**src/rtl/axilite_master_arbiter_pkg.sv**
```systemverilog
// ---------------------------------------------------------------------------
// axilite_master_arbiter_pkg
//
// Definitions shared by the AXI-lite master arbiter and its round-robin
// sub-module:
//   - state_t      : transaction FSM states
//   - ADDR_BASE    : value the AXI address registers hold out of reset
//   - RESP_OKAY / RESP_SLVERR : AXI response codes
//   - grant_onehot : turns a registered requester index into a one-hot vector
// ---------------------------------------------------------------------------
package axilite_master_arbiter_pkg;

   // Transaction FSM. Only one transaction is ever outstanding.
   typedef enum logic [2:0] {
      IDLE    = 3'd0,
      WR_REQ  = 3'd1,
      WR_RESP = 3'd2,
      RD_REQ  = 3'd3,
      RD_RESP = 3'd4
   } state_t;

   localparam logic [63:0] ADDR_BASE = 64'h0000_0000_8000_0000;

   localparam logic [1:0] RESP_OKAY   = 2'b00;
   localparam logic [1:0] RESP_SLVERR = 2'b10;

   // The FSM remembers the granted requester as a single index bit. The
   // per-requester response strobe needs it back in one-hot form.
   function automatic logic [1:0] grant_onehot(input logic idx);
      return idx ? 2'b10 : 2'b01;
   endfunction

endpackage

```
**src/rtl/axilite_master_arbiter_rr.sv**
```systemverilog
// ---------------------------------------------------------------------------
// rr_arbiter_2
//
// Purely combinational two-way round-robin arbiter.
//   req  [1:0] : request lines
//   last       : index of the requester granted most recently
//   gnt  [1:0] : one-hot grant, or zero when nobody requests
//
// A lone requester always wins. On a tie, the requester that was not
// granted last time wins.
// ---------------------------------------------------------------------------
module rr_arbiter_2
   import axilite_master_arbiter_pkg::*;
(
   input  logic [1:0] req,
   input  logic       last,
   output logic [1:0] gnt
);

   // Tie-break on the last winner so that two saturating requesters
   // alternate strictly.
   always_comb begin
      gnt = 2'b00;
      case (req)
         2'b01:   gnt = 2'b01;
         2'b10:   gnt = 2'b10;
         2'b11:   gnt = last ? 2'b01 : 2'b10;
         default: gnt = 2'b00;
      endcase
   end

endmodule

```
**src/rtl/axilite_master_arbiter.sv**
```systemverilog
// ---------------------------------------------------------------------------
// axilite_master_arbiter
//
// Lets two simple requesters share a single AXI-lite master port. Only one
// transaction is outstanding at a time.
//
// Ports:
//   clk, rst                    : clock and asynchronous active-high reset
//   req_valid/req_ready         : per-requester request handshake. req_ready
//                                 is a one-cycle accept strobe.
//   req_we/req_addr/req_wdata   : per-requester command. The address and data
//                                 buses are packed with requester i in slice i.
//   rsp_valid                   : per-requester one-cycle completion pulse
//   rsp_rdata/rsp_resp          : shared response payload, meaningful only
//                                 while rsp_valid is high
//   m_axi_*                     : AXI-lite master channels AW, W, B, AR and R
//
// Timing with a zero-wait slave:
//   accept (req_ready) -> valid on AW+W or AR -> bready/rready -> rsp_valid.
//   That gives three cycles from req_ready to rsp_valid.
// ---------------------------------------------------------------------------
module axilite_master_arbiter
   import axilite_master_arbiter_pkg::*;
#(
   parameter int AXILITE_ADDR_WIDTH = 64,
   parameter int AXILITE_DATA_WIDTH = 64,
   parameter int NUM_REQ            = 2
) (
   input  logic                                 clk,
   input  logic                                 rst,
   input  logic [NUM_REQ-1:0]                   req_valid,
   output logic [NUM_REQ-1:0]                   req_ready,
   input  logic [NUM_REQ-1:0]                   req_we,
   input  logic [NUM_REQ*AXILITE_ADDR_WIDTH-1:0] req_addr,
   input  logic [NUM_REQ*AXILITE_DATA_WIDTH-1:0] req_wdata,
   output logic [NUM_REQ-1:0]                   rsp_valid,
   output logic [AXILITE_DATA_WIDTH-1:0]        rsp_rdata,
   output logic [1:0]                           rsp_resp,
   output logic [AXILITE_ADDR_WIDTH-1:0]        m_axi_awaddr,
   output logic                                 m_axi_awvalid,
   input  logic                                 m_axi_awready,
   output logic [AXILITE_DATA_WIDTH-1:0]        m_axi_wdata,
   output logic                                 m_axi_wvalid,
   input  logic                                 m_axi_wready,
   input  logic [1:0]                           m_axi_bresp,
   input  logic                                 m_axi_bvalid,
   output logic                                 m_axi_bready,
   output logic [AXILITE_ADDR_WIDTH-1:0]        m_axi_araddr,
   output logic                                 m_axi_arvalid,
   input  logic                                 m_axi_arready,
   input  logic [AXILITE_DATA_WIDTH-1:0]        m_axi_rdata,
   input  logic [1:0]                           m_axi_rresp,
   input  logic                                 m_axi_rvalid,
   output logic                                 m_axi_rready
);

   localparam int AW = AXILITE_ADDR_WIDTH;
   localparam int DW = AXILITE_DATA_WIDTH;

   state_t         state;
   logic           last_grant;
   logic           grant_idx;
   logic [1:0]     gnt;
   logic           can_grant;
   logic           accept;
   logic           sel_we;
   logic [AW-1:0]  sel_addr;
   logic [DW-1:0]  sel_wdata;
   logic           aw_done;
   logic           w_done;

   rr_arbiter_2 u_rr (
      .req  (req_valid[1:0]),
      .last (last_grant),
      .gnt  (gnt)
   );

   // Grants are offered only in IDLE. They are also held off during the
   // rsp_valid cycle, so the earliest new grant comes one cycle after the
   // response. Gating with rst keeps req_ready low for the whole reset,
   // even while requesters are still asserting req_valid.
   always_comb begin
      can_grant = (state == IDLE) && (rsp_valid == '0) && !rst;
      req_ready = can_grant ? gnt : 2'b00;
      accept    = can_grant && (gnt != 2'b00);
   end

   // Pick the command fields of whichever requester won arbitration.
   always_comb begin
      sel_we    = gnt[1] ? req_we[1] : req_we[0];
      sel_addr  = gnt[1] ? req_addr[2*AW-1:AW] : req_addr[AW-1:0];
      sel_wdata = gnt[1] ? req_wdata[2*DW-1:DW] : req_wdata[DW-1:0];
   end

   // AW and W complete independently. A channel counts as done once its
   // valid has already dropped, or when it is handshaking this cycle. This
   // covers both channels finishing on the same edge.
   always_comb begin
      aw_done = !m_axi_awvalid || m_axi_awready;
      w_done  = !m_axi_wvalid  || m_axi_wready;
   end

   // Single FSM block. Every AXI-side valid, ready, address and data signal
   // is a register, so it can only change on a clock edge. A valid is cleared
   // only in the cycle where its handshake completes. B and R beats that
   // arrive outside WR_RESP or RD_RESP are ignored, because bready/rready
   // are low there.
   always_ff @(posedge clk or posedge rst) begin
      if (rst) begin
         state         <= IDLE;
         last_grant    <= 1'b1;
         grant_idx     <= 1'b0;
         m_axi_awaddr  <= ADDR_BASE[AW-1:0];
         m_axi_araddr  <= ADDR_BASE[AW-1:0];
         m_axi_wdata   <= '0;
         m_axi_awvalid <= 1'b0;
         m_axi_wvalid  <= 1'b0;
         m_axi_arvalid <= 1'b0;
         m_axi_bready  <= 1'b0;
         m_axi_rready  <= 1'b0;
         rsp_valid     <= '0;
         rsp_rdata     <= '0;
         rsp_resp      <= RESP_OKAY;
      end else begin
         rsp_valid <= '0;
         case (state)
            IDLE: begin
               if (accept) begin
                  last_grant <= gnt[1];
                  grant_idx  <= gnt[1];
                  if (sel_we) begin
                     m_axi_awaddr  <= sel_addr;
                     m_axi_wdata   <= sel_wdata;
                     m_axi_awvalid <= 1'b1;
                     m_axi_wvalid  <= 1'b1;
                     state         <= WR_REQ;
                  end else begin
                     m_axi_araddr  <= sel_addr;
                     m_axi_arvalid <= 1'b1;
                     state         <= RD_REQ;
                  end
               end
            end
            WR_REQ: begin
               if (m_axi_awvalid && m_axi_awready) begin
                  m_axi_awvalid <= 1'b0;
               end
               if (m_axi_wvalid && m_axi_wready) begin
                  m_axi_wvalid <= 1'b0;
               end
               if (aw_done && w_done) begin
                  m_axi_bready <= 1'b1;
                  state        <= WR_RESP;
               end
            end
            WR_RESP: begin
               if (m_axi_bvalid) begin
                  m_axi_bready <= 1'b0;
                  rsp_valid    <= grant_onehot(grant_idx);
                  rsp_resp     <= m_axi_bresp;
                  rsp_rdata    <= '0;
                  state        <= IDLE;
               end
            end
            RD_REQ: begin
               if (m_axi_arready) begin
                  m_axi_arvalid <= 1'b0;
                  m_axi_rready  <= 1'b1;
                  state         <= RD_RESP;
               end
            end
            RD_RESP: begin
               if (m_axi_rvalid) begin
                  m_axi_rready <= 1'b0;
                  rsp_valid    <= grant_onehot(grant_idx);
                  rsp_resp     <= m_axi_rresp;
                  rsp_rdata    <= m_axi_rdata;
                  state        <= IDLE;
               end
            end
            default: begin
               state <= IDLE;
            end
         endcase
      end
   end

endmodule
```
**config.mk**
```make
export PLATFORM = sky130hd
export DESIGN_NAME = axilite_master_arbiter
export DESIGN_NICKNAME = d
export VERILOG_FILES = /design/src/rtl/axilite_master_arbiter_pkg.sv /design/src/rtl/axilite_master_arbiter_rr.sv /design/src/rtl/axilite_master_arbiter.sv
export SDC_FILE = /design/constraint.sdc
export NUM_CORES = 1
export LEC_CHECK = 0
export BUFFER_PORTS_ARGS = -buffer_cell sky130_fd_sc_hd__buf_4
export CAP_MARGIN = 0
export CELL_PAD_IN_SITES_DETAIL_PLACEMENT = 1
export CELL_PAD_IN_SITES_GLOBAL_PLACEMENT = 1
export CORE_AREA = 5 5 231 233
export DETAILED_ROUTE_END_ITERATION = 8
export DIE_AREA = 0 0 236 238
export PLACE_DENSITY_LB_ADDON = 0.2
export SLEW_MARGIN = 20
export SYNTH_ARGS = -nofsm -noshare
export SYNTH_HDL_FRONTEND = slang
export SYNTH_HIERARCHICAL = 1
export SYNTH_SLANG_ARGS = --single-unit
```
**constraint.sdc**
```tcl
create_clock -name clk -period 11.8 [get_ports clk]
set_input_delay 2.36 -clock clk [delete_from_list [all_inputs] [get_ports clk]]
set_output_delay 2.36 -clock clk [all_outputs]
set_load 0.02 [all_outputs]
```
==> results.md, run 1 <==
## Worst setup path
- delay of the slowest cell on the worst path: 520 ps
- worst reg-to-reg setup slack: 8420 ps
- slowest stage cell on the critical path: nor4_1
- data required time of the worst path: 9440 ps
- Worst Setup End Kind: primary output
- Crit path buffers/inverters: 2
- ordered list of cells on the worst path: buf_4 -> nor4_1 -> and3_1 -> buf_4
- cell class contributing the biggest share of worst-path delay: simple AND/OR/NAND/NOR gates
- dominant cell type by count on the critical path: buf_4
- kind of critical path: in2out
- crit start category: input pin
- Worst Path Max Fanout: 3
- arrival time of the worst setup path: 3500 ps

## Logic synthesis
- leading area contributor after synthesis: dfrtp_1
- most area-consuming cells after synthesis: dfrtp_1 57%, mux2_2 28%, a22o_1 4.9%
- count of synthesis-stage warnings from yosys: 6
- Distinct cells, synth: 36
- syn_nets: 1101
- sequential-to-total area share from yosys stat: 58.17%
- flip-flop and latch count after synthesis: 270
- Mapped Cells: 766
- top-area cell type share of the netlist area: 57.49%
- synthesized-area fraction occupied by ao, oa, aoi and oai cells: 6.201%
- Post-Synthesis Cell Area: 11620 µm²
- average size of a mapped cell: 15.17 µm²
- combinational family with the most area after synthesis: multiplexers
- fraction of the mapped netlist area in adder cells: 0%
- proportion of synthesized area in mux cells: 31.39%
- xor-xnor portion of the synthesized cell area: 0%
- synthesized-area fraction occupied by and/or/nand/nor cells: 1.593%

## GRT
- antenna violations before repair: 3
- vias in the first global route: 9897
- global-route wire length before repair: 67080 µm
- combined global-route utilization of all metal layers: 15.68%
- total overflow reported by the global router: 0
- maximum number of pins on one net before global-route repair: 134

## CTS
- Clk Tree Root Cell: clkbuf_16
- number of buffers inserted during clock tree synthesis: 35
- TritonCTS Sinks: 270
- number of post-CTS setup repair buffers: 0
- PostCTS Resize Cnt: 0
- clock tree from TritonCTS: built
- Reg clk slew, reported paths: 50 ps
- H-tree level count: 2
- maximum root-to-sink buffer count: 3
- Clk Latency, worst-skew pair: 530 ps
- total of hold buffers inserted after clock tree synthesis: 0

## STA
- share of the clock period used by the worst path: 49.68%
- Fin Clk Skew: 18.66 ps
- count of final setup violators: 0
- RSZ-0062 raised after global routing: no
- headroom to the max-slew limit: 32.31%
- post-route setup TNS: 0 ps
- Peak Freq: 170.6 MHz
- min cycle time layout: 5862 ps
- final-report hold violation count: 0
- Worst Tran Pin Value: 1015 ps
- count of pins over their slew limit: 0
- least setup slack across all paths after layout: 5938 ps

## Power and ir drop
- Power Total: 4.797 mW
- Clock Power Share: 23.7%
- cell internal power dissipation: 3.031 mW
- Comb power frac: 43.6%
- switching component of the power: 1.767 mW
- P per Cell Area: 265.7 nW/µm²
- switching power share of the total: 36.83%
- Leakage Power: 8.621 nW
- Reg power frac: 32.8%
- Peak supply drop: 0.09760 mV

## Floorplanning
- die height: 238 µm
- area enclosed by the die boundary: 56170 µm²
- x dimension of the die: 236 µm
- Starting Density: 22.79%
- core area: 50990 µm²
- number of placed I/O pins: 602
- Core Rows: 83

## Layout
- nets@finish: 1694
- area delta synth->final: 55.36%
- share of final-layout standard cells stronger than drive strength 1: 69.96%

## Place
- sum of net half-perimeters after detailed placement: 35830 µm
- placer congestion estimate: 0.8293
- Port Buffer Count: 601
- worst-case setup slack after placement: 5924 ps

## Route
- drt drc: 0
- router iterations before antenna repair: 4
- final wirelength: 46150 µm
- number of vias after detailed routing: 8838
- routed wirelength normalized by instance count: 22.33 µm
- Antenna Violating Nets Remaining: 0
- Iter 0 DRT Violations: 228
- number of vias per cell: 4.276

## Flow run
- Max-cap violations: 0

## Run status
- outcome: finished clean

## Worst hold path
- Hold Path Class: reg2reg

[per-stage QoR]
| stage | std cells | hold WS, ps | area [µm²] | util, % |
|---|---|---|---|---|
| after floorplan | 766 | 426.3 | 11620 | - |
| after global placement | 2002 | 471.0 | 16800 | 32.94 |
| after detailed placement | 2002 | 477.6 | 16800 | 32.94 |
| after CTS | 2065 | 489.8 | 18050 | 35.39 |
| after global routing | 2067 | 505.0 | 18060 | 35.41 |
| final | 2067 | 487.6 | 18060 | 35.41 |
[synthesized netlist by cell type]
cell type	number
mux2_2	288
o211a_1	1
nand3_1	2
nor3b_1	3
buf_4	1
o22a_1	1
a21bo_2	1
nand3b_1	4
o311a_1	1
a21boi_1	1
nand2b_1	4
buf_1	3
a32o_1	1
nor2_1	3
or4_4	1
a21o_1	5
a2111oi_4	1
and2_1	1
nor2b_1	2
inv_1	5
clkbuf_1	30
nor3_1	1
dfstp_2	3
mux2_1	36
nor4_1	1
nand2_1	7
dfrtp_1	267
a22o_1	65
a21boi_0	1
o22ai_1	1
and3_1	2
buf_6	10
or2_2	1
o21ai_0	2
buf_2	9
a31oi_1	1
[sequential cells by signal, indices dropped and copies added, names as in the netlist]
register       flops
m_axi_araddr      64
m_axi_awaddr      64
m_axi_awvalid      1
rsp_resp           2
m_axi_rready       1
m_axi_bready       1
state              3
m_axi_wvalid       1
grant_idx          1
m_axi_arvalid      1
last_grant         1
rsp_valid          2
rsp_rdata         64
m_axi_wdata       64
[logic make-up after synthesis]
logic type,Yosys count
compound gates,82
buf+inv,58
flops,270
mux,324
simple gates,32
[cell type report]
class                      count  area [µm²]
timing repair buffer         609        4588
sequential                   270        6760
clock buffer                  49        1061
fill                        5561       32930
antenna                        2       5.005
multi-input combinational    438        4577
inverter                       5       26.28
clock inverter                14       187.7
tap                          680       850.8
[per-layer routing]
metal	vias up	track usage, %	share of wire [%]
li1	3988	-	-
met1	4411	17.37	37
met2	390	27.62	51
met3	49	6.669	9.8
met4	0	4.557	2.0
met5	-	0	0
[power groups by stage]
stage               Sequential, mW  Clock (mW)  Combinational (mW)
floorplan                     2.04           0               0.608
global placement              1.57           0                2.12
detailed placement            1.59           0                2.14
CTS                           1.58        1.19                2.14
global route                  1.63        1.22                2.22
finish                        1.57        1.14                2.09
[worst register-to-register path: stages, from the launching register on]
cell       delay [ps]
dfstp_2           390
a21boi_4          180
buf_12            410
nand2_1           190
a2111oi_4         350
buf_4             470
buf_4             790
mux2_2            470
[worst paths after layout]
check	startpoint	to	cells after the start
worst min-delay path	m_axi_wdata[4]$_DFFE_PP0P_	m_axi_wdata[4]$_DFFE_PP0P_	1
worst max-delay path	rst	req_ready[1]	4
worst min register to register	m_axi_wdata[4]$_DFFE_PP0P_	m_axi_wdata[4]$_DFFE_PP0P_	1
worst max register to register	last_grant$_DFFE_PP1P_	m_axi_awaddr[54]$_DFFE_PP0P_	7
max in group asynchronous	rst	m_axi_araddr[3]$_DFFE_PP0P_	4
min in group asynchronous	rst	m_axi_bready$_DFFE_PP0P_	2
[cell usage in the layout, fill, tap and decap left out, types with 2 or more instances in the layout]
master and count:
a21o_1 4, a22o_1 65, and3_1 2, buf_4 607
bufinv_16 4, clkbuf_1 3, clkbuf_16 37, clkbuf_8 9
clkinv_2 5, clkinv_4 3, dfrtp_1 267, dfstp_2 3
diode_2 2, inv_1 4, mux2_1 36, mux2_2 288
nand2_1 7, nand2b_1 4, nand3_1 2, nand3b_1 4
nor2_1 3, nor2b_1 2, nor3b_1 3, o21ai_0 2
(Power assumes the default switching activity.)
==> run 2, diff against run 1 <==
--- a/config.mk
+++ b/config.mk
@@ -5,13 +5,14 @@
 export SDC_FILE = /design/constraint.sdc
 export NUM_CORES = 1
 export LEC_CHECK = 0
+export ABC_AREA = 1
 export BUFFER_PORTS_ARGS = -buffer_cell sky130_fd_sc_hd__buf_4
 export CAP_MARGIN = 0
 export CELL_PAD_IN_SITES_DETAIL_PLACEMENT = 1
 export CELL_PAD_IN_SITES_GLOBAL_PLACEMENT = 1
-export CORE_AREA = 5 5 231 233
+export CORE_AREA = 5 5 233 235
 export DETAILED_ROUTE_END_ITERATION = 8
-export DIE_AREA = 0 0 236 238
+export DIE_AREA = 0 0 238 240
 export PLACE_DENSITY_LB_ADDON = 0.2
 export SLEW_MARGIN = 20
 export SYNTH_ARGS = -nofsm -noshare
==> constraint.sdc (replaced) <==
create_clock -name clk -period 4.8 [get_ports clk]
set_input_delay 0.96 -clock clk [delete_from_list [all_inputs] [get_ports clk]]
set_output_delay 0.96 -clock clk [all_outputs]
set_load 0.02 [all_outputs]
==> results.md, run 2 <==
## GRT
- global-route wire length before repair: 85150 µm, +27%
- antenna violations before repair: 3, unchanged
- maximum number of pins on one net before global-route repair: 196, +46%
- total overflow reported by the global router: 0, unchanged
- vias in the first global route: 14010, +42%
- combined global-route utilization of all metal layers: 18.94%, +3.3 points

## Logic synthesis
- top-area cell type share of the netlist area: 53.53%, -4.0 points
- Post-Synthesis Cell Area: 12480 µm², +7.4%
- flip-flop and latch count after synthesis: 270, unchanged
- number of enable flip-flop cells after synthesis: 0, unchanged
- Mapped Cells: 1635, +110%
- syn_nets: 1970, +79%
- most used flip-flop cell after synthesis: dfrtp_1
- count of synthesis-stage warnings from yosys: 6, unchanged
- average size of a mapped cell: 7.633 µm², -50%
- leading area contributor after synthesis: dfrtp_1
- sequential-to-total area share from yosys stat: 54.17%, -4.0 points
- async set-or-reset flop fraction in the synthesized netlist: 100.0%, unchanged
- most area-consuming cells after synthesis: dfrtp_1 54%, nand2_1 30%, nand4_1 9.7%
- leading cell types by count after synthesis: 997 x nand2_1, 267 x dfrtp_1, 194 x nand4_1
- cell with the most instances after synthesis: nand2_1
- Distinct cells, synth: 21, -42%

## Route
- number of vias per cell: 4.534, +6.0%
- routed wirelength normalized by instance count: 19.72 µm, -12%
- final wirelength: 56690 µm, +23%
- drt drc: 0, unchanged
- Antenna Violating Nets Remaining: 0, unchanged
- router iterations before antenna repair: 5, +1
- number of vias after detailed routing: 13040, +47%
- Iter 0 DRT Violations: 627, +180%

## STA
- count of pins over their slew limit: 0, unchanged
- share of the clock period used by the worst path: 68.10%
- final-report hold violation count: 0, unchanged
- Peak Freq: 305.9 MHz
- Fin Clk Skew: 17.65 ps, -1.003 ps
- headroom to the max-slew limit: 21.82%, -10 points
- RSZ-0062 raised after global routing: no
- count of final setup violators: 0, unchanged
- post-route setup TNS: 0 ps, unchanged
- min cycle time layout: 3269 ps
- Worst Tran Pin Value: 1173 ps, +157.4 ps

## Place
- placer congestion estimate: 0.8453, +1.9%
- Port Buffer Count: 601, unchanged
- cell area reported after detailed placement: 17570 µm², +4.6%
- sum of net half-perimeters after detailed placement: 40510 µm, +13%

## Layout
- Design Area, Final: 18690 µm², +3.5%
- share of final-layout standard cells stronger than drive strength 1: 31.11%, -39 points
- commonest non-fill, non-tap cells in the layout: 995 x nand2_1, 611 x buf_4, 267 x dfrtp_1, 194 x nand4_1, 35 x clkbuf_16
- nets@finish: 2499, +48%
- area delta synth->final: 49.77%
- most frequent standard cell in the layout excluding fill and tap cells: nand2_1

## Floorplanning
- x dimension of the die: 238 µm, +0.85%
- Starting Density: 23.99%, +1.2 points
- die height: 240 µm, +0.84%
- area enclosed by the die boundary: 57120 µm², +1.7%
- number of placed I/O pins: 602, unchanged
- core area: 52020 µm², +2.0%
- Core Rows: 84, +1.2%

## Worst setup path
- crit start category: input pin
- Worst R2R Path Depth: 7, unchanged
- source of the worst register-to-register timing path: last_grant$_DFFE_PP1P_
- data required time of the worst path: 3840 ps, -5600 ps
- worst reg-to-reg setup slack: 2090 ps, -6330 ps
- Worst Path Max Fanout: 71, +68
- worst setup path endpoint: req_ready[1]
- Worst Setup End Kind: primary output
- launch point of the critical path: req_valid[1]
- destination of the worst register-to-register timing path: m_axi_wdata[46]$_DFFE_PP0P_
- arrival time of the worst setup path: 2310 ps, -1190 ps
- kind of critical path: in2out

## Worst hold path
- Hold Path Class: reg2reg
- Cells on Worst Hold Path: 1, unchanged

## CTS
- total of hold buffers inserted after clock tree synthesis: 0, unchanged
- H-tree level count: 2, unchanged
- Reg clk slew, reported paths: 60 ps, about the same
- Clk Tree Root Cell: clkbuf_16
- Clk Latency, worst-skew pair: 530 ps, about the same
- PostCTS Resize Cnt: 0, unchanged
- maximum root-to-sink buffer count: 3, unchanged
- number of post-CTS setup repair buffers: 0, unchanged
- clock tree from TritonCTS: built
- number of buffers inserted during clock tree synthesis: 35, unchanged
- TritonCTS Sinks: 270, unchanged

## Power and ir drop
- P per Cell Area: 620.3 nW/µm², +130%
- Leakage Power: 10.61 nW, +23%
- Peak supply drop: 0.5153 mV, +430%

## Run status
- outcome: finished clean

## Flow run
- Max-cap violations: 0, unchanged

run 2: cells by family after synthesis:
family,synth area share [%]
simple gates,40.64
flops,54.17
buf+inv,4.732
compound gates,0.4611
run 2: cell type report:
type,instances,area [µm²]
Antenna cell,1,2.502
Clock buffer,53,1013
Clock inverter,6,86.33
Fill cell,6391,33330
Inverter,19,81.33
Multi-Input combinational cell,1221,5181
Sequential cell,270,6760
Tap cell,688,860.8
Timing Repair Buffer,617,4707
run 2: worst min-delay path by stage:
stage / from / endpoint / slack [ps]
finish: grant_idx$_DFFE_PP0P_ / rsp_valid[0]$_DFF_PP0_ / 430
global placement: grant_idx$_DFFE_PP0P_ / rsp_valid[0]$_DFF_PP0_ / 420
floorplan: grant_idx$_DFFE_PP0P_ / rsp_valid[0]$_DFF_PP0_ / 400
CTS: grant_idx$_DFFE_PP0P_ / rsp_valid[0]$_DFF_PP0_ / 440
detailed placement: grant_idx$_DFFE_PP0P_ / rsp_valid[0]$_DFF_PP0_ / 420
global route: rst / grant_idx$_DFFE_PP0P_ / 460
run 2: per-stage QoR:
step	worst slack, ps	power (mW)	utilization (%)	std cells	hold WS [ps]
after floorplan	275.0	6.461	-	1635	403.2
after global placement	1333	9.094	33.77	2814	415.0
after detailed placement	1334	9.186	33.77	2814	417.0
after CTS	1444	11.84	35.89	2873	438.3
after global routing	1376	12.36	35.93	2875	457.6
final	1531	11.59	35.93	2875	431.3
run 2: metal layers:
layer  wire, µm  part of all wire, %  global-route usage [%]  up-vias
met4       1257                  2.2                   5.061        2
met2      27840                   49                   32.48      376
li1           -                    -                       -     6293
met3       3955                  7.0                   5.403       63
met1      23630                   42                   23.54     6302
met5         10                0.018                       0        -
run 2: critical path: stages:
cell and delay [ps]:
buf_4 80, inv_1 60, a21oi_4 150, buf_4 590
nand2_1 210, inv_1 90, buf_4 150
run 2: power breakdown:
group	leakage (nW)	internal [mW]	total, mW	switching (mW)
clock	0.535	1.56	2.57	1.01
sequential	3.47	3.21	3.76	0.552
combinational	6.60	1.86	5.27	3.41
==> run 3, diff against run 2 <==
--- a/config.mk
+++ b/config.mk
@@ -10,9 +10,9 @@
 export CAP_MARGIN = 0
 export CELL_PAD_IN_SITES_DETAIL_PLACEMENT = 1
 export CELL_PAD_IN_SITES_GLOBAL_PLACEMENT = 1
-export CORE_AREA = 5 5 233 235
+export CORE_AREA = 5 5 229 231
 export DETAILED_ROUTE_END_ITERATION = 8
-export DIE_AREA = 0 0 238 240
+export DIE_AREA = 0 0 234 236
 export PLACE_DENSITY_LB_ADDON = 0.2
 export SLEW_MARGIN = 20
 export SYNTH_ARGS = -nofsm -noshare
==> constraint.sdc (replaced) <==
create_clock -name clk -period 3.35 [get_ports clk]
set_input_delay 0.67 -clock clk [delete_from_list [all_inputs] [get_ports clk]]
set_output_delay 0.67 -clock clk [all_outputs]
set_load 0.02 [all_outputs]
==> results.md, run 3 (synthesis results as in run 2) <==
## CTS
- Clk Tree Root Cell: clkbuf_16
- H-tree level count: 2, unchanged
- maximum root-to-sink buffer count: 3, unchanged
- clock tree from TritonCTS: built
- number of post-CTS setup repair buffers: 0, unchanged
- number of buffers inserted during clock tree synthesis: 34, -2.9%
- PostCTS Resize Cnt: 0, unchanged
- TritonCTS Sinks: 270, unchanged
- total of hold buffers inserted after clock tree synthesis: 0, unchanged
- Reg clk slew, reported paths: 60 ps, about the same
- Clk Latency, worst-skew pair: 520 ps, about the same

## Worst setup path
- worst reg-to-reg setup slack: 860 ps, -1230 ps
- Worst Setup End Kind: primary output
- Worst Path Max Fanout: 7, -90%
- crit start category: flop
- arrival time of the worst setup path: 2170 ps, -140 ps
- Worst R2R Path Depth: 6, -1
- data required time of the worst path: 2680 ps, -1160 ps
- kind of critical path: reg2out
- destination of the worst register-to-register timing path: m_axi_wdata[46]$_DFFE_PP0P_
- source of the worst register-to-register timing path: state[1]$_DFFE_PP0P_

## Layout
- share of final-layout standard cells stronger than drive strength 1: 31.59%, +0.48 points
- number of antenna repair diodes: 0, -1
- area taken by flip-flops and latches: 6760 µm², unchanged
- Design Area, Final: 18750 µm², +0.28%
- nets@finish: 2508, +0.36%
- count of placed standard cells in the final layout, fillers left out: 2869, -0.21%
- multi-input combinational cell area: 5181 µm², unchanged
- final-layout fill cell count: 6147, -3.8%
- commonest non-fill, non-tap cells in the layout: 995 x nand2_1, 619 x buf_4, 267 x dfrtp_1, 194 x nand4_1, 35 x clkbuf_16
- area delta synth->final: 50.20%
- most frequent standard cell in the layout excluding fill and tap cells: nand2_1

## Route
- number of vias per cell: 4.564, +0.65%
- router iterations before antenna repair: 4, -1
- number of vias after detailed routing: 13090, +0.44%
- drt drc: 0, unchanged
- final wirelength: 57320 µm, +1.1%
- routed wirelength normalized by instance count: 19.98 µm, +1.3%
- Antenna Violating Nets Remaining: 0, unchanged
- Iter 0 DRT Violations: 623, -0.64%

## Power and ir drop
- Power Total: 16.60 mW, +43%
- Peak supply drop: 0.4134 mV, -20%
- Leakage Power: 10.67 nW, +0.55%
- P per Cell Area: 885.5 nW/µm², +43%

## Floorplanning
- Core Rows: 82, -2.4%
- core area: 49860 µm², -4.2%
- x dimension of the die: 234 µm, -1.7%
- area enclosed by the die boundary: 55220 µm², -3.3%
- number of placed I/O pins: 602, unchanged
- Starting Density: 25.03%, +1.0 points
- die height: 236 µm, -1.7%

## Place
- placer congestion estimate: 0.8415, -0.45%
- sum of net half-perimeters after detailed placement: 42140 µm, +4.0%
- Port Buffer Count: 601, unchanged
- worst-case setup slack after placement: 779.0 ps, -554.8 ps
- post-placement cell count: 2809, -0.18%
- cell area reported after detailed placement: 17670 µm², +0.55%

## STA
- share of the clock period used by the worst path: 84.73%
- Fin Clk Skew: 20.19 ps, +2.533 ps
- count of pins over their slew limit: 0, unchanged
- Worst Tran Pin Value: 973.9 ps, -198.9 ps
- headroom to the max-slew limit: 35.07%, +13 points
- RSZ-0062 raised after global routing: no
- least setup slack across all paths after layout: 511.6 ps, -1019 ps
- final-report hold violation count: 0, unchanged
- Peak Freq: 352.3 MHz
- Min Hold Slack: 342.4 ps, -88.95 ps
- min cycle time layout: 2838 ps
- count of final setup violators: 0, unchanged

## Run status
- outcome: finished clean

## GRT
- antenna violations before repair: 0, -3
- combined global-route utilization of all metal layers: 20.02%, +1.1 points
- total overflow reported by the global router: 0, unchanged
- maximum number of pins on one net before global-route repair: 124, -37%
- global-route wire length before repair: 86500 µm, +1.6%
- vias in the first global route: 14080, +0.50%

## Flow run
- Max-cap violations: 0, unchanged

## Worst hold path
- Hold Path Class: in2async

[run 3: cell types whose count changed in the layout (fill, tap and decap cells not counted), sizes merged]
cell / previous run / this run
clkinv: 3 / 7
diode: 1 / 0
buf: 617 / 627
bufinv: 2 / 1
clkbuf: 53 / 49
inv: 18 / 20
[run 3: final cells by class]
type | count | area share, %
flip-flops and latches | 270 | 36.06
clock buffers | 49 | 5.273
repair buffers | 627 | 25.64
inverters | 19 | 0.4138
clock inverters | 11 | 0.4806
multi-input cells | 1221 | 27.64
well taps | 672 | 4.485
[run 3: critical path: stages, from the launching register on]
cell and delay (ps):
dfrtp_1 470, nor2_4 190, nand2_1 160, nor3_4 380, nand2_1 180, inv_1 100, buf_4 150
[run 3: per-layer routing]
layer / wire length [µm] / up-vias / track usage (%)
met3: 4671 / 74 / 6.855
li1: - / 6316 / -
met5: 0 / - / 0
met4: 1609 / 0 / 5.481
met2: 28060 / 393 / 34.09
met1: 22980 / 6310 / 24.06
[run 3: worst max-delay path by stage]
stage | start | end | slack, ps | cells past startpoint
detailed placement | req_valid[1] | m_axi_awaddr[10]$_DFFE_PP0P_ | 780 | 10
CTS | state[1]$_DFFE_PP0P_ | req_ready[1] | 470 | 6
finish | state[1]$_DFFE_PP0P_ | req_ready[1] | 510 | 6
global placement | req_valid[1] | m_axi_araddr[52]$_DFFE_PP0P_ | 880 | 8
floorplan | rst | grant_idx$_DFFE_PP0P_ | -880 | 1
global route | state[1]$_DFFE_PP0P_ | req_ready[1] | 330 | 6
[run 3: report_power, final]
part	total [mW]	internal (mW)	switching [mW]
Combinational	7.60	2.69	4.90
Clock	3.58	2.13	1.45
Sequential	5.42	4.59	0.823
Total	16.6	9.42	7.18
[run 3: per-stage QoR]
| stage | TNS, ps | utilization, % |
|---|---|---|
| after floorplan | -236290 | - |
| after global placement | 0 | 35.43 |
| after detailed placement | 0 | 35.43 |
| after CTS | 0 | 37.59 |
| after global routing | 0 | 37.59 |
| final | 0 | 37.59 |
